$ cat src/rtl/psum_router_pkg.sv
// Shared definitions for the PE psum routers: mode tags, FSM encoding, bus-ID helper.
package psum_router_pkg;

  localparam logic MODE_BUS   = 1'b0;
  localparam logic MODE_CHAIN = 1'b1;

  typedef enum logic {
    ST_IDLE = 1'b0,
    ST_SEND = 1'b1
  } state_t;

  // Bus ID lives above the chain tag bit; callers zero-extend into 32 bits.
  function automatic logic [31:0] bus_id_of(input logic [31:0] id);
    return {1'b0, id[31:1]};
  endfunction

endpackage

$ cat src/rtl/psum_out_fifo.sv
// Small bus-path psum buffer; flush empties it and wins over push/pop.
module psum_out_fifo #(
  parameter int DATA_WIDTH = 16,
  parameter int FIFO_DEPTH = 4
) (
  input  logic                  clk,
  input  logic                  rst_n,
  input  logic                  push,
  input  logic                  pop,
  input  logic                  flush,
  input  logic [DATA_WIDTH-1:0] din,
  output logic [DATA_WIDTH-1:0] dout,
  output logic                  full,
  output logic                  empty
);

  localparam int AW = $clog2(FIFO_DEPTH);

  logic [DATA_WIDTH-1:0] mem [FIFO_DEPTH];
  logic [AW-1:0]         wr_ptr, rd_ptr;
  logic [AW:0]           count;
  logic                  do_push, do_pop;

  assign full    = (count == (AW+1)'(FIFO_DEPTH));
  assign empty   = (count == '0);
  assign do_push = push && !full;
  assign do_pop  = pop && !empty;
  assign dout    = empty ? '0 : mem[rd_ptr];

  // Pointers are AW bits wide, so wrap is implicit for a power-of-2 depth.
  always_ff @(posedge clk or negedge rst_n) begin
    if (!rst_n) begin
      wr_ptr <= '0;
      rd_ptr <= '0;
      count  <= '0;
    end else if (flush) begin
      wr_ptr <= '0;
      rd_ptr <= '0;
      count  <= '0;
    end else begin
      if (do_push) wr_ptr <= wr_ptr + 1'b1;
      if (do_pop)  rd_ptr <= rd_ptr + 1'b1;
      case ({do_push, do_pop})
        2'b10:   count <= count + 1'b1;
        2'b01:   count <= count - 1'b1;
        default: count <= count;
      endcase
    end
  end

  always_ff @(posedge clk) begin
    if (do_push && !flush) mem[wr_ptr] <= din;
  end

endmodule

$ cat src/rtl/psum_out_router.sv
// Steers one PE's psum stream to the next PE in the chain or, via a FIFO, to the shared bus.
module psum_out_router
  import psum_router_pkg::*;
#(
  parameter int DATA_WIDTH = 16,
  parameter int ID_WIDTH   = 8,
  parameter int CNT_WIDTH  = 10,
  parameter int FIFO_DEPTH = 4
) (
  input  logic                  clk,
  input  logic                  rst_n,
  input  logic                  config_state,
  input  logic                  ce,
  input  logic [ID_WIDTH-1:0]   dest_id,
  input  logic [CNT_WIDTH-1:0]  psum_num,
  input  logic [DATA_WIDTH-1:0] pe_psum_out,
  input  logic                  pe_psum_out_valid,
  output logic                  pe_psum_out_ready,
  output logic [DATA_WIDTH-1:0] next_pe_data_out,
  output logic                  next_pe_data_valid,
  input  logic [ID_WIDTH-1:0]   bus_grant_id,
  input  logic                  bus_ready,
  output logic [DATA_WIDTH-1:0] bus_data_out,
  output logic                  bus_data_valid,
  output logic                  psum_out_done,
  output logic                  router_busy
);

  logic [ID_WIDTH-1:0]  stored_id;
  logic [CNT_WIDTH-1:0] stored_num, sent_cnt, sent_nxt;
  state_t               state;
  logic                 cfg, mode, grant_match;
  logic                 fifo_full, fifo_empty;
  logic                 accept, push, pop, deliver, last;

  assign cfg         = config_state && ce;
  assign mode        = stored_id[0];
  assign grant_match = (32'(bus_grant_id) == bus_id_of(32'(stored_id)));

  assign pe_psum_out_ready = (mode == MODE_CHAIN) ? 1'b1 : !fifo_full;
  // Config owns the cycle: nothing is accepted, pushed or popped alongside it.
  assign accept         = pe_psum_out_valid && pe_psum_out_ready && !cfg;
  assign push           = accept && (mode == MODE_BUS);
  assign bus_data_valid = (mode == MODE_BUS) && !fifo_empty && grant_match;
  assign pop            = bus_data_valid && bus_ready && !cfg;
  assign deliver        = (accept && (mode == MODE_CHAIN)) || pop;
  assign sent_nxt       = sent_cnt + 1'b1;
  assign last           = (stored_num != '0) && (sent_nxt == stored_num);
  assign router_busy    = (state == ST_SEND) || !fifo_empty;

  psum_out_fifo #(
    .DATA_WIDTH (DATA_WIDTH),
    .FIFO_DEPTH (FIFO_DEPTH)
  ) u_fifo (
    .clk   (clk),
    .rst_n (rst_n),
    .push  (push),
    .pop   (pop),
    .flush (cfg),
    .din   (pe_psum_out),
    .dout  (bus_data_out),
    .full  (fifo_full),
    .empty (fifo_empty)
  );

  always_ff @(posedge clk or negedge rst_n) begin
    if (!rst_n) begin
      stored_id  <= '0;
      stored_num <= '0;
    end else if (cfg) begin
      stored_id  <= dest_id;
      stored_num <= psum_num;
    end
  end

  always_ff @(posedge clk or negedge rst_n) begin
    if (!rst_n) begin
      next_pe_data_out   <= '0;
      next_pe_data_valid <= 1'b0;
    end else begin
      next_pe_data_valid <= accept && (mode == MODE_CHAIN);
      if (accept && (mode == MODE_CHAIN)) next_pe_data_out <= pe_psum_out;
    end
  end

  // Deliveries count in either state so a psum arriving right after done starts a new run.
  always_ff @(posedge clk or negedge rst_n) begin
    if (!rst_n) begin
      state         <= ST_IDLE;
      sent_cnt      <= '0;
      psum_out_done <= 1'b0;
    end else if (cfg) begin
      state         <= ST_IDLE;
      sent_cnt      <= '0;
      psum_out_done <= 1'b0;
    end else begin
      psum_out_done <= 1'b0;
      if (deliver) begin
        if (last) begin
          psum_out_done <= 1'b1;
          sent_cnt      <= '0;
          state         <= ST_IDLE;
        end else begin
          sent_cnt <= sent_nxt;
          state    <= ST_SEND;
        end
      end else if (accept && state == ST_IDLE) begin
        state <= ST_SEND;
      end
    end
  end

endmodule
$ cat config.mk
export PLATFORM = sky130hd
export DESIGN_NAME = psum_out_router
export DESIGN_NICKNAME = d
export VERILOG_FILES = /design/src/rtl/psum_router_pkg.sv /design/src/rtl/psum_out_fifo.sv /design/src/rtl/psum_out_router.sv
export SDC_FILE = /design/constraint.sdc
export NUM_CORES = 1
export LEC_CHECK = 0
export ABC_AREA = 1
export BUFFER_PORTS_ARGS = -buffer_cell sky130_fd_sc_hd__buf_4
export CORE_ASPECT_RATIO = 1.75
export CORE_MARGIN = 5
export CORE_UTILIZATION = 51
export DETAILED_ROUTE_END_ITERATION = 10
export PLACE_DENSITY = 0.76
export SYNTH_ARGS = -nofsm -noshare
export SYNTH_HDL_FRONTEND = slang
export SYNTH_SLANG_ARGS = --single-unit
$ cat constraint.sdc
create_clock -name clk -period 2.1 [get_ports clk]
set_clock_uncertainty 0.1 [all_clocks]
set_input_delay 0.315 -clock clk [delete_from_list [all_inputs] [get_ports clk]]
set_output_delay 0.315 -clock clk [all_outputs]
set_load 0.02 [all_outputs]
==> impl_summary.log <==
INFO  metric rrSetupSlack = 0.13 ns
INFO  metric dp_hpwl = 9.26 mm
INFO  metric period_needed = 2.10 ns
INFO  metric ctsLongestPathBuffers = 2
INFO  metric antenna_diode_instance_count = 0
INFO  metric setup_total_negative_slack = 0 ns
INFO  metric cts_max_level = 4
INFO  metric cap_viol_max_count = 0
INFO  metric report.final.hold_viol_count = 0
INFO  metric routabilityCongestion = 0.881
INFO  metric clockRootBuffer = sky130_fd_sc_hd__clkbuf_16
INFO  metric crit_start = u_fifo.rd_ptr[0]
INFO  metric ys_ff_latch = 118
INFO  metric fin_nets = 763
INFO  metric yosysTopAreaCellShare = 35.6%
INFO  metric synthesis.nets = 641
INFO  metric tritoncts.num_buffers = 17
INFO  metric grt_use_total = 23.6%
INFO  metric start_util = 52.2%
INFO  metric maxSlewHeadroom = 53.0%
INFO  metric critPathMaxStageDelay = 0.43 ns
INFO  metric drtIter0Drc = 251
INFO  metric tritoncts = built
INFO  metric drt.antenna.violating_nets = 0
INFO  metric synth_top_cell_by_area = sky130_fd_sc_hd__edfxtp_1
INFO  metric post_synth_fa_ha_maj_area_fraction = 1.53%
INFO  metric p_per_area = 1000 nW/µm²
INFO  metric clk_latency = 0.41 ns
INFO  metric ys_types = 35
INFO  metric setup_violations = 0
INFO  metric timing.critical_path.slowest_stage_cell = sky130_fd_sc_hd__dfrtp_2
INFO  metric worst_r2r_startpoint = sent_cnt[0]
INFO  metric synth_area_leaders = sky130_fd_sc_hd__edfxtp_1 (36%), sky130_fd_sc_hd__dfrtp_1 (25%), sky130_fd_sc_hd__nand2_1 (11%)
INFO  metric setup.worst_path.end_class = output pin
INFO  metric cp_cell_sequence = buf_8 -> buf_6 -> nor2_1 -> nor2_1 -> o21ai_0 -> a21oi_1 -> buf_4
INFO  metric timing.critical_path.mode_cell = sky130_fd_sc_hd__nor2_1
INFO  metric vias = 4,577
INFO  metric final_layout_size_suffix_gt1_share = 26.3%
INFO  metric synth_simple_gate_area_share = 24.6%
INFO  metric numPortBuffers = 84
INFO  metric cts.sink_count = 118
INFO  metric final_core_util = 69.9%
INFO  metric run_status = complete, no violations
INFO  metric filler_cell_count = 767
INFO  metric fmax = 477 MHz
INFO  metric detail_route.first_pass.iterations = 5
INFO  metric period_share = 99.8%
INFO  metric power.ir.vdd_worst = 0.713 mV
INFO  metric path_max_fanout = 12
INFO  metric placeableCoreArea = 10,400 µm²
INFO  metric r2r_endpoint = state
INFO  metric multi_input_area = 1910 µm²
INFO  metric synth.cell_area = 5410 µm²
INFO  metric synth.avg_cell_area = 9.21 µm²
INFO  metric layout.cells.non_filler = 849
INFO  metric synth_seq_area_share = 60.6%
INFO  metric yosys-mux-area-fraction = 0%
INFO  metric largest_net_degree_at_the_start_of_global_routing = 55
INFO  metric worst-r2r-cell-count = 11
INFO  metric chipWidth = 87.8 µm
INFO  metric critPathKind = reg2out
INFO  metric cp.arrival = 1.68 ns
INFO  metric type_of_origin_of_the_critical_path = flop
INFO  metric crit_end = bus_data_out[5]
INFO  metric worst_ep_required_time = 1.68 ns
INFO  metric die_h = 146 µm
INFO  metric worst-slew-pin-transition = 0.704 ns
INFO  metric placement_rows = 49
INFO  metric final-max-slew-violation-count = 0
INFO  metric fin_ws = 0.00324 ns
INFO  metric numPlacedInstances = 798
INFO  metric synth_compound_gate_area_share = 7.48%
INFO  metric avgViaCountPerCell = 5.39
INFO  metric grt_first_pass_wirelength = 22.9 mm
INFO  metric detail_route.drc_violations = 0
INFO  metric fp.dieArea = 12,800 µm²
INFO  metric antenna_found_initial = 0
INFO  metric routed_wirelength = 14.7 mm
INFO  metric netlist_instances = 587
INFO  metric place_worst_setup_slack = 0.172 ns
INFO  metric wl_per_cell = 17.3 µm
INFO  metric regArea = 3280 µm²
INFO  metric rsz_0062_raised_after_global_routing = true
INFO  metric vias_in_the_first_global_route = 4,764
INFO  metric ys_warn_count = 0
INFO  metric hp-class = in2reg
INFO  metric areaGrowthSynthToFinish = 34.1%
INFO  metric ioPinCount = 85
INFO  metric leakagePower = 3.32 nW
INFO  metric grt-ovfl-total = 0
INFO  metric largest_family_of_logic_cells_by_synthesized_area = simple AND/OR/NAND/NOR gates
INFO  metric yosys.area_share.xor_xnor = 0.162%
INFO  metric path_clk_slew = 0.06 ns
## final cells by class
class | instances | area share, %
tap | 127 | 2.19
multi-input combinational | 394 | 26.4
inverter | 56 | 2.97
sequential | 118 | 45.2
clock inverter | 12 | 2.12
clock buffer | 20 | 6.03
timing repair buffer | 122 | 15.1
## worst min path at each step
stage                   start             endpoint  cells after the start
2_1_floorplan           rst_n  next_pe_data_out[0]                      0
3_3_place_gp            rst_n         stored_id[6]                      1
3_5_place_dp            rst_n         stored_id[6]                      1
4_1_cts            dest_id[6]         stored_id[6]                      3
5_1_grt        pe_psum_out[0]     u_fifo.mem[0][0]                      1
6_report           dest_id[2]         stored_id[2]                      3
## stage by stage
stage          power [mW]  cell area (µm²)  hold WS (ns)
3_3_place_gp         4.20             6280         0.305
2_1_floorplan        3.62             5410       -0.0806
3_5_place_dp         4.25             6280         0.316
6_report             7.25             7250        0.0120
5_1_grt              7.53             7250       0.00349
4_1_cts              7.18             7110      0.000959
## cells by family after synthesis
logic type | after synthesis
xor+xnor | 1
simple gates | 309
compound gates | 77
fa+ha+maj | 6
flops | 118
buf+inv | 76
## synth_stat cells (all sizes together)
master,number
o211ai,1
nor3,3
nand3b,3
xnor2,1
fa,1
o21bai,2
ha,5
o21ai,55
dfrtp,54
clkinv,1
nand3,33
and2,1
a21oi,19
edfxtp,64
buf,8
nand2,171
nor2,91
clkbuf,12
inv,55
nand4,7
## layout by cell type (no fill, tap or decap), drive strengths merged, types with 2 or more instances in the layout
master,Yosys,layout
nand2,171,171
buf,8,114
nor2,91,91
edfxtp,64,64
inv,55,58
o21ai,55,55
dfrtp,54,54
nand3,33,34
clkbuf,12,21
a21oi,19,19
nand4,7,7
dlygate4sd3,0,7
ha,5,5
clkinv,1,5
nand3b,3,3
bufinv,0,3
nor3,3,3
clkinvlp,0,2
o21bai,2,2
## timing repair
item,in CTS,in global routing
hold buffers,7,0
resized for setup,13,46
buffers inserted,8,1
gates cloned,1,2
pin swaps,4,8
hold endpoints to repair,61,0
setup endpoints to repair,9,20
## sequential cells by signal (all words and copies together) (netlist names)
| register | count |
|---|---|
| stored_id | 8 |
| u_fifo.rd_ptr | 2 |
| u_fifo.mem | 64 |
| psum_out_done | 1 |
| next_pe_data_out | 16 |
| sent_cnt | 10 |
| stored_num | 10 |
| next_pe_data_valid | 1 |
| state | 1 |
| u_fifo.count | 3 |
| u_fifo.wr_ptr | 2 |
## metal layers
metal	GRT usage, %	up-vias	part of all wire, %
met1	23.4	2191	33
met5	0	-	0
met4	10.5	0	3.0
met3	4.40	36	5.4
met2	45.2	195	59
li1	-	2155	-
## where the power goes
part / internal [mW] / switching (mW)
Sequential: 2.70 / 0.161
Combinational: 0.588 / 0.888
Clock: 1.87 / 1.04
## critical path: cells and delay by family (launching register included)
kind / cells / cell delay [ns]
AO/OA/AOI/OAI: 2 / 0.27
AND/OR/NAND/NOR: 2 / 0.13
flip-flops: 1 / 0.43
buffers and inverters: 3 / 0.44
No activity file was read; power rests on OpenSTA's default activity.
